===== src/rtl/image_send_pkg.sv =====
// Shared types and constants for the image send sequencer.
// Latency: n/a (package only).
// Backpressure: n/a.
// Contents: sequencer state enum with its fixed output codes, default trigger
// state, and a small max helper used to size the shared timer.
package image_send_pkg;

  // Encodings are visible on the seq_state port, so they are pinned explicitly.
  typedef enum logic [1:0] {
    ST_IDLE   = 2'd0,
    ST_SEND   = 2'd1,
    ST_GAP    = 2'd2,
    ST_FINISH = 2'd3
  } seq_state_e;

  localparam logic [3:0] TABLE_STATE_DEFAULT = 4'b0100;

  function automatic int unsigned max_u(input int unsigned a, input int unsigned b);
    return (a > b) ? a : b;
  endfunction

endpackage


===== src/rtl/image_send_timer.sv =====
// Loadable saturating down-counter shared by every timed phase of the sequencer.
// Latency: loaded value visible the cycle after start_i; expired_o is combinational on the count.
// Backpressure: none; start_i always wins over counting.
// Ports: clk, rst (async active-high), start_i (load strobe), load_i (value to load),
//        expired_o (high while the count sits at zero).
module image_send_timer #(
  parameter int CNT_W = 8
) (
  input  logic             clk,
  input  logic             rst,
  input  logic             start_i,
  input  logic [CNT_W-1:0] load_i,
  output logic             expired_o
);

  logic [CNT_W-1:0] cnt_q;

  // Holds at zero instead of wrapping so an idle timer reads as expired.
  always_ff @(posedge clk or posedge rst) begin
    if (rst) begin
      cnt_q <= '0;
    end else if (start_i) begin
      cnt_q <= load_i;
    end else if (cnt_q != '0) begin
      cnt_q <= cnt_q - CNT_W'(1);
    end
  end

  assign expired_o = (cnt_q == '0);

endmodule


===== src/rtl/image_send_sequencer.sv =====
// Sends NUM_SRC image sources to the Arduino one after another while the robot sits in TABLE_STATE.
// Latency: state/control outputs registered (one cycle after the sampled cause); data_out muxed from the registered index.
// Backpressure: none; image_ready is the only handshake and is ignored while sender_reset is held.
// Ports: clk, reset (async active-high), pix_in (packed sources, source k at [k*PIX_W +: PIX_W]),
//        state (robot state), image_ready (frame received), data_out (selected pixel),
//        sender_reset, seq_state (0 IDLE,1 SEND,2 GAP,3 FINISH), src_idx, done (pulse), timeout_err (sticky).
// Optional feature: define IMAGE_SEND_TIMEOUT_EN to give up on a source after TIMEOUT_TIME silent cycles.
module image_send_sequencer
  import image_send_pkg::*;
#(
  parameter int         PIX_W        = 12,
  parameter int         NUM_SRC      = 2,
  parameter int         WAIT_TIME    = 50_000_000,
  parameter int         RESET_TIME   = 50_000_000,
  parameter int         TIMEOUT_TIME = 500_000_000,
  parameter logic [3:0] TABLE_STATE  = TABLE_STATE_DEFAULT
) (
  input  logic                         clk,
  input  logic                         reset,
  input  logic [NUM_SRC*PIX_W-1:0]     pix_in,
  input  logic [3:0]                   state,
  input  logic                         image_ready,
  output logic [PIX_W-1:0]             data_out,
  output logic                         sender_reset,
  output logic [1:0]                   seq_state,
  output logic [$clog2(NUM_SRC):0]     src_idx,
  output logic                         done,
  output logic                         timeout_err
);

  localparam int SRC_W = $clog2(NUM_SRC) + 1;
`ifdef IMAGE_SEND_TIMEOUT_EN
  localparam int unsigned MAX_T = max_u(max_u(WAIT_TIME, RESET_TIME), TIMEOUT_TIME);
`else
  localparam int unsigned MAX_T = max_u(WAIT_TIME, RESET_TIME);
`endif
  localparam int CNT_W = $clog2(MAX_T) + 1;

  // The timer expires on the cycle its count is zero, so loading N-1 yields N cycles.
  localparam logic [CNT_W-1:0] RESET_LOAD = CNT_W'(RESET_TIME - 1);
  localparam logic [CNT_W-1:0] WAIT_LOAD  = CNT_W'(WAIT_TIME - 1);
`ifdef IMAGE_SEND_TIMEOUT_EN
  localparam logic [CNT_W-1:0] TIMEOUT_LOAD = CNT_W'(TIMEOUT_TIME - 1);
`endif
  localparam logic [SRC_W-1:0] LAST_SRC = SRC_W'(NUM_SRC - 1);

  seq_state_e       state_q, state_d;
  logic [SRC_W-1:0] src_q, src_d;
  logic             sr_q, sr_d;
  logic             done_q, done_d;
`ifdef IMAGE_SEND_TIMEOUT_EN
  logic             terr_q, terr_d;
`endif
  logic             tmr_start;
  logic [CNT_W-1:0] tmr_load;
  logic             tmr_expired;
  logic             trig;

  assign trig = (state == TABLE_STATE);

  image_send_timer #(.CNT_W(CNT_W)) u_timer (
    .clk       (clk),
    .rst       (reset),
    .start_i   (tmr_start),
    .load_i    (tmr_load),
    .expired_o (tmr_expired)
  );

  always_comb begin
    state_d   = state_q;
    src_d     = src_q;
    sr_d      = sr_q;
    done_d    = 1'b0;
    tmr_start = 1'b0;
    tmr_load  = RESET_LOAD;
`ifdef IMAGE_SEND_TIMEOUT_EN
    terr_d    = terr_q;
`endif
    case (state_q)
      ST_IDLE: begin
        src_d = '0;
        sr_d  = 1'b1;
`ifdef IMAGE_SEND_TIMEOUT_EN
        terr_d = 1'b0;
`endif
        if (trig) begin
          state_d   = ST_SEND;
          tmr_start = 1'b1;
          tmr_load  = RESET_LOAD;
        end
      end
      ST_SEND: begin
        if (!trig) begin
          state_d = ST_IDLE;
          src_d   = '0;
          sr_d    = 1'b1;
        end else if (sr_q) begin
          // Reset hold: image_ready is deliberately not looked at here.
          if (tmr_expired) begin
            sr_d = 1'b0;
`ifdef IMAGE_SEND_TIMEOUT_EN
            tmr_start = 1'b1;
            tmr_load  = TIMEOUT_LOAD;
`endif
          end
        end else if (image_ready) begin
          sr_d = 1'b1;
          if (src_q < LAST_SRC) begin
            state_d   = ST_GAP;
            tmr_start = 1'b1;
            tmr_load  = WAIT_LOAD;
          end else begin
            state_d = ST_FINISH;
            done_d  = 1'b1;
          end
        end
`ifdef IMAGE_SEND_TIMEOUT_EN
        else if (tmr_expired) begin
          state_d = ST_FINISH;
          sr_d    = 1'b1;
          terr_d  = 1'b1;
        end
`endif
      end
      ST_GAP: begin
        if (!trig) begin
          state_d = ST_IDLE;
          src_d   = '0;
        end else if (tmr_expired) begin
          state_d   = ST_SEND;
          src_d     = src_q + SRC_W'(1);
          tmr_start = 1'b1;
          tmr_load  = RESET_LOAD;
        end
      end
      ST_FINISH: begin
        if (!trig) begin
          state_d = ST_IDLE;
          src_d   = '0;
`ifdef IMAGE_SEND_TIMEOUT_EN
          terr_d  = 1'b0;
`endif
        end
      end
      default: state_d = ST_IDLE;
    endcase
  end

  always_ff @(posedge clk or posedge reset) begin
    if (reset) begin
      state_q <= ST_IDLE;
      src_q   <= '0;
      sr_q    <= 1'b1;
      done_q  <= 1'b0;
`ifdef IMAGE_SEND_TIMEOUT_EN
      terr_q  <= 1'b0;
`endif
    end else begin
      state_q <= state_d;
      src_q   <= src_d;
      sr_q    <= sr_d;
      done_q  <= done_d;
`ifdef IMAGE_SEND_TIMEOUT_EN
      terr_q  <= terr_d;
`endif
    end
  end

  // Muxed from registered state so reset blanks data_out without waiting for an edge.
  always_comb begin
    data_out = '0;
    if (state_q == ST_SEND) begin
      data_out = pix_in[int'(src_q)*PIX_W +: PIX_W];
    end
  end

  assign sender_reset = sr_q;
  assign seq_state    = state_q;
  assign src_idx      = src_q;
  assign done         = done_q;
`ifdef IMAGE_SEND_TIMEOUT_EN
  assign timeout_err  = terr_q;
`else
  assign timeout_err  = 1'b0;
`endif

endmodule


===== config.mk =====
export PLATFORM = sky130hd
export DESIGN_NAME = image_send_sequencer
export DESIGN_NICKNAME = d
export VERILOG_FILES = /design/src/rtl/image_send_pkg.sv /design/src/rtl/image_send_timer.sv /design/src/rtl/image_send_sequencer.sv
export SDC_FILE = /design/constraint.sdc
export NUM_CORES = 1
export LEC_CHECK = 0
export ABC_CLOCK_PERIOD_IN_PS = 1900
export BUFFER_PORTS_ARGS = -buffer_cell sky130_fd_sc_hd__buf_2
export CAP_MARGIN = 20
export CORE_MARGIN = 2
export CORE_UTILIZATION = 51
export CTS_BUF_LIST = sky130_fd_sc_hd__clkbuf_4 sky130_fd_sc_hd__clkbuf_8
export DETAILED_ROUTE_END_ITERATION = 6
export PLACE_DENSITY = 0.79
export REMOVE_ABC_BUFFERS = 1
export SLEW_MARGIN = 20
export SYNTH_ARGS = -nofsm -noshare
export SYNTH_HDL_FRONTEND = slang
export SYNTH_SLANG_ARGS = --single-unit

===== constraint.sdc =====
create_clock -name clk -period 1.9 [get_ports clk]
set_input_delay 0.475 -clock clk [delete_from_list [all_inputs] [get_ports clk]]
set_output_delay 0.475 -clock clk [all_outputs]
set_load 0.03 [all_outputs]

==> impl_table.tex <==
\begin{tabular}{lr}
\hline
Metric & Value \\
\hline
\multicolumn{2}{l}{\textbf{Yosys}} \\
Summed instance area of the synthesized netlist & 2185 um\^{}2 \\
Number of synthesized register bits & 33 \\
Number of warnings reported in the yosys synthesis log & 0 \\
Most frequently used flop master after synthesis & dfrtp\_1 \\
Combinational family with the most area after synthesis & simple AND/OR/NAND/NOR gates \\
Number of synthesized flops with an enable pin & 0 \\
Distinct cell type count after synthesis & 51 \\
Post-Synth Adder-Cell Area & about 3.4\% \\
Register area share after synthesis & 37.86\% \\
Portion of synthesized cell area occupied by the leading cell type & 36.66\% \\
Xor/xnor share of the synthesized area & between 5 and 6\% \\
Mean area per synthesized cell & 9.376 um\^{}2 \\
Portion of netlist area occupied by mux cells & 5.498\% \\
Top cells by area, synth & dfrtp\_1, mux2i\_1, nor2\_1 \\
Gate Count Post-Synth & 233 \\
Cell type with the highest aggregate area in the netlist & dfrtp\_1 \\
Synth async-reset ratio & between 90\% and 100\% \\
Compound-cell area share of the yosys netlist & 15.52\% \\
Post-synthesis simple-gate area fraction & 27.49\% \\
\multicolumn{2}{l}{\textbf{Timing}} \\
Fmax achieved & 488.4 MHz \\
Hold slack final & 0.2465 ns \\
Worst setup margin & -0.1476 ns \\
Count of pins over their slew limit & 0 \\
Final worst-path cycle share & 107.8\% \\
Unrepaired setup endpoints after global routing & true \\
Maximum clock skew at final layout & about 0.013 ns \\
Final number of hold-violating endpoints & 0 \\
Min cycle time layout & 2.048 ns \\
TNS Setup & -2.290 ns \\
Final Setup Violations & 31 \\
\multicolumn{2}{l}{\textbf{Clock network}} \\
Max Root-Sink Buffers & 2 \\
Clock tree from TritonCTS & built \\
Clock-pin slew on the worst setup and hold paths & 0.08 ns \\
Max H-tree Level & 2 \\
Clock buffer count from CTS & 5 \\
Root Driver & clkbuf\_8 \\
Worst-Skew Late Latency & 0.30 ns \\
TritonCTS sink count & 33 \\
\multicolumn{2}{l}{\textbf{Place}} \\
Area post-placement & 2855 um\^{}2 \\
Count of buffers from port buffering & 48 \\
Final GP Congestion & between 0.9 and 1 \\
Total placed cells including tap cells & about 380 \\
Pre-CTS setup slack & -0.1135 ns \\
Sum of net half-perimeters after detailed placement & 4.345 mm \\
\multicolumn{2}{l}{\textbf{Routing}} \\
Final antenna-violating net count & 0 \\
DR DRC count & 0 \\
Via Count & approximately 2500 \\
Number of violations reported at the end of detailed-routing iteration 0 & around 250 \\
Total Wirelength & 7.938 mm \\
Average routed wire per standard cell & between 15 and 20 um \\
1st-pass router iterations & 5 \\
Post-DR vias/cell & between 6 and 7 \\
\multicolumn{2}{l}{\textbf{Pwr}} \\
Switching part of the total & between 30 and 40\% \\
Proportion of power drawn by combinational gates & a little over two fifths \\
Int Pwr & between 1500 and 2000 uW \\
Clock Power Share & 25.2\% \\
Power density cells & between 800 and 900 nW/um\^{}2 \\
Psw & 1029 uW \\
Proportion of power drawn by flip-flops and latches & roughly 33\% \\
Static leakage & around 0.0014 uW \\
Max IR drop VDD & 0.6540 mV \\
\multicolumn{2}{l}{\textbf{Layout}} \\
Fin area & 3286 um\^{}2 \\
Final net count & $\sim$390 \\
Antenna diodes & 0 \\
Seq. cell area & 827.0 um\^{}2 \\
Area Growth Syn to Fin & 50.40\% \\
Filler Cell Count & 209 \\
Non-filler instance count after layout & 400 \\
Fraction of final layout cells sized beyond drive strength 1 & roughly 48\% \\
Footprint of the multi-input gates & 1409 um\^{}2 \\
\multicolumn{2}{l}{\textbf{Global routing}} \\
Global-route wire length before repair & 11.07 mm \\
Gr usage total & between 20\% and 30\% \\
GRT Residual Overflow & 0 \\
Largest net degree at the start of global routing & 34 \\
Vias in the first global route & 2371 \\
Initial antenna violation count & 0 \\
\multicolumn{2}{l}{\textbf{Worst setup path}} \\
Critical setup path kind & flop to flop \\
Slowest library cell on the worst path & dfrtp\_1 \\
Sort of element at the start of the critical path & flop \\
Cell chain of the critical path & inv\_2 -> ha\_4 -> nor4b\_4 -> nand4\_1 -> buf\_6 -> o211ai\_1 -> xor2\_1 -> nand2\_1 \\
Endpoint kind of the worst setup timing path & flop \\
Critical path data arrival time & 2.23 ns \\
Largest driver fanout on the critical path & 5 \\
CP peak stage delay & 0.40 ns \\
Endpoint required time on the critical path & 2.08 ns \\
\multicolumn{2}{l}{\textbf{Die}} \\
Number of cell rows & 23 \\
I/O pin cnt & 50 \\
Core footprint & 4058 um\^{}2 \\
Total Die Area & 4823 um\^{}2 \\
Die W & $\sim$70 um \\
Starting Density & 53.84\% \\
Vertical die dimension & about 70 um \\
\multicolumn{2}{l}{\textbf{Worst hold path}} \\
Path type of the worst min-delay path & primary input to async pin \\
\multicolumn{2}{l}{\textbf{Run status}} \\
Failing checks & negative setup slack \\
Outcome & complete, but fails checks \\
\multicolumn{2}{l}{\textbf{Run}} \\
MaxCap Viol Count & 0 \\
\hline
\end{tabular}
path summary, 6_finish.rpt:
path                                  start           endpoint  slack (ns)  depth (start not counted)
setup / recovery           u_timer.cnt_q[0]  u_timer.cnt_q[12]       -0.15                          8
hold / removal                        reset  u_timer.cnt_q[12]        0.25                          3
setup reg to reg           u_timer.cnt_q[0]  u_timer.cnt_q[12]       -0.15                          8
hold reg to reg                sender_reset       sender_reset        0.52                          2
max in group asynchronous             reset       sender_reset        1.31                          3
min in group clk                image_ready               done        0.46                          3
placed cells by master (no fill, tap or decap), drive strengths merged, types with 2 or more instances in the layout:
master,instances
or2,2
buf,121
o31ai,7
a211o,2
a21oi,9
clkbuf,6
nand3b,2
ha,6
nand2b,3
nand2,18
or4b,2
o22ai,2
inv,8
xor2,9
dfrtp,32
a21o,4
or3,2
mux2i,12
nor4,5
nor4b,2
nor2,27
o211ai,6
nand3,12
nand4,6
xnor2,4
o41ai,2
nor3,11
o21ai,7
or4,5
per-layer routing:
layer  vias up  global-route usage (%)  share of wire [%]
met2       174                   49.04                 48
li1       1090                       -                  -
met5         -                       0                  0
met1      1203                   34.45                 38
met4         0                   12.20                5.2
met3        60                   6.541                8.8
registers in the layout, indices dropped and copies added, names as in the netlist:
| name | flops |
|---|---|
| seq_state | 2 |
| u_timer.cnt_q | 27 |
| done | 1 |
| src_idx | 2 |
| sender_reset | 1 |
cell usage after synthesis, drive strengths merged (2+ instances only):
library cell / instances
dfrtp: 32
nor2: 27
nand2: 18
mux2i: 12
nand3: 12
nor3: 11
a21oi: 9
xor2: 9
inv: 8
o21ai: 7
o31ai: 7
buf: 6
clkbuf: 6
ha: 6
nand4: 6
o211ai: 6
nor4: 5
or4: 5
a21o: 4
xnor2: 4
nand2b: 3
a211o: 2
nand3b: 2
nor4b: 2
o22ai: 2
o41ai: 2
or2: 2
or3: 2
or4b: 2
cells by family after synthesis:
group	after synthesis
and+or+nand+nor	102
AOI/OAI and AO/OA	46
DFF	33
buffers and inverters	20
xor gates and xnor gates	13
muxes	12
adders and majority gates	6
other	1
through the flow:
stage / power (uW) / utilization [%]
final: 2833 / 80.97
after global routing: 2950 / 80.97
after CTS: 2664 / 76.19
after detailed placement: 1905 / 70.37
after global placement: 1874 / 70.37
after floorplan: 1472 / -
timing repair:
item | CTS | global route
endpoints found under the hold margin | 0 | 0
buffers inserted | 6 | 8
endpoints found under the setup margin | 38 | 44
resized for setup | 21 | 32
hold buffers | 0 | 0
pin swaps | 7 | 11
power groups by stage:
stage          registers (uW)  clock network [uW]  logic, uW
2_1_floorplan             964                   0        508
3_3_place_gp              922                   0        952
3_5_place_dp              928                   0        977
4_1_cts                   922                 714       1030
5_1_grt                   944                 748       1260
6_report                  936                 714       1180
final cells by class:
cell class / count / share of cell area (%)
clock buffer: 6 / 2.513
multi-input combinational: 180 / 42.88
inverter: 8 / 0.9139
clock inverter: 2 / 1.142
tap: 50 / 1.904
timing repair buffer: 121 / 25.48
sequential: 33 / 25.17
critical path, delay by kind of cell, from the launching register on:
| family | cells | cell delay (ns) |
|---|---|---|
| adder cells (fa/ha/maj) | 1 | 0.14 |
| AO/OA/AOI/OAI | 1 | 0.19 |
| flip-flops | 1 | 0.40 |
| buffers and inverters | 2 | 0.32 |
| XOR/XNOR | 1 | 0.21 |
| AND/OR/NAND/NOR | 3 | 0.68 |
(Power assumes the default switching activity.)
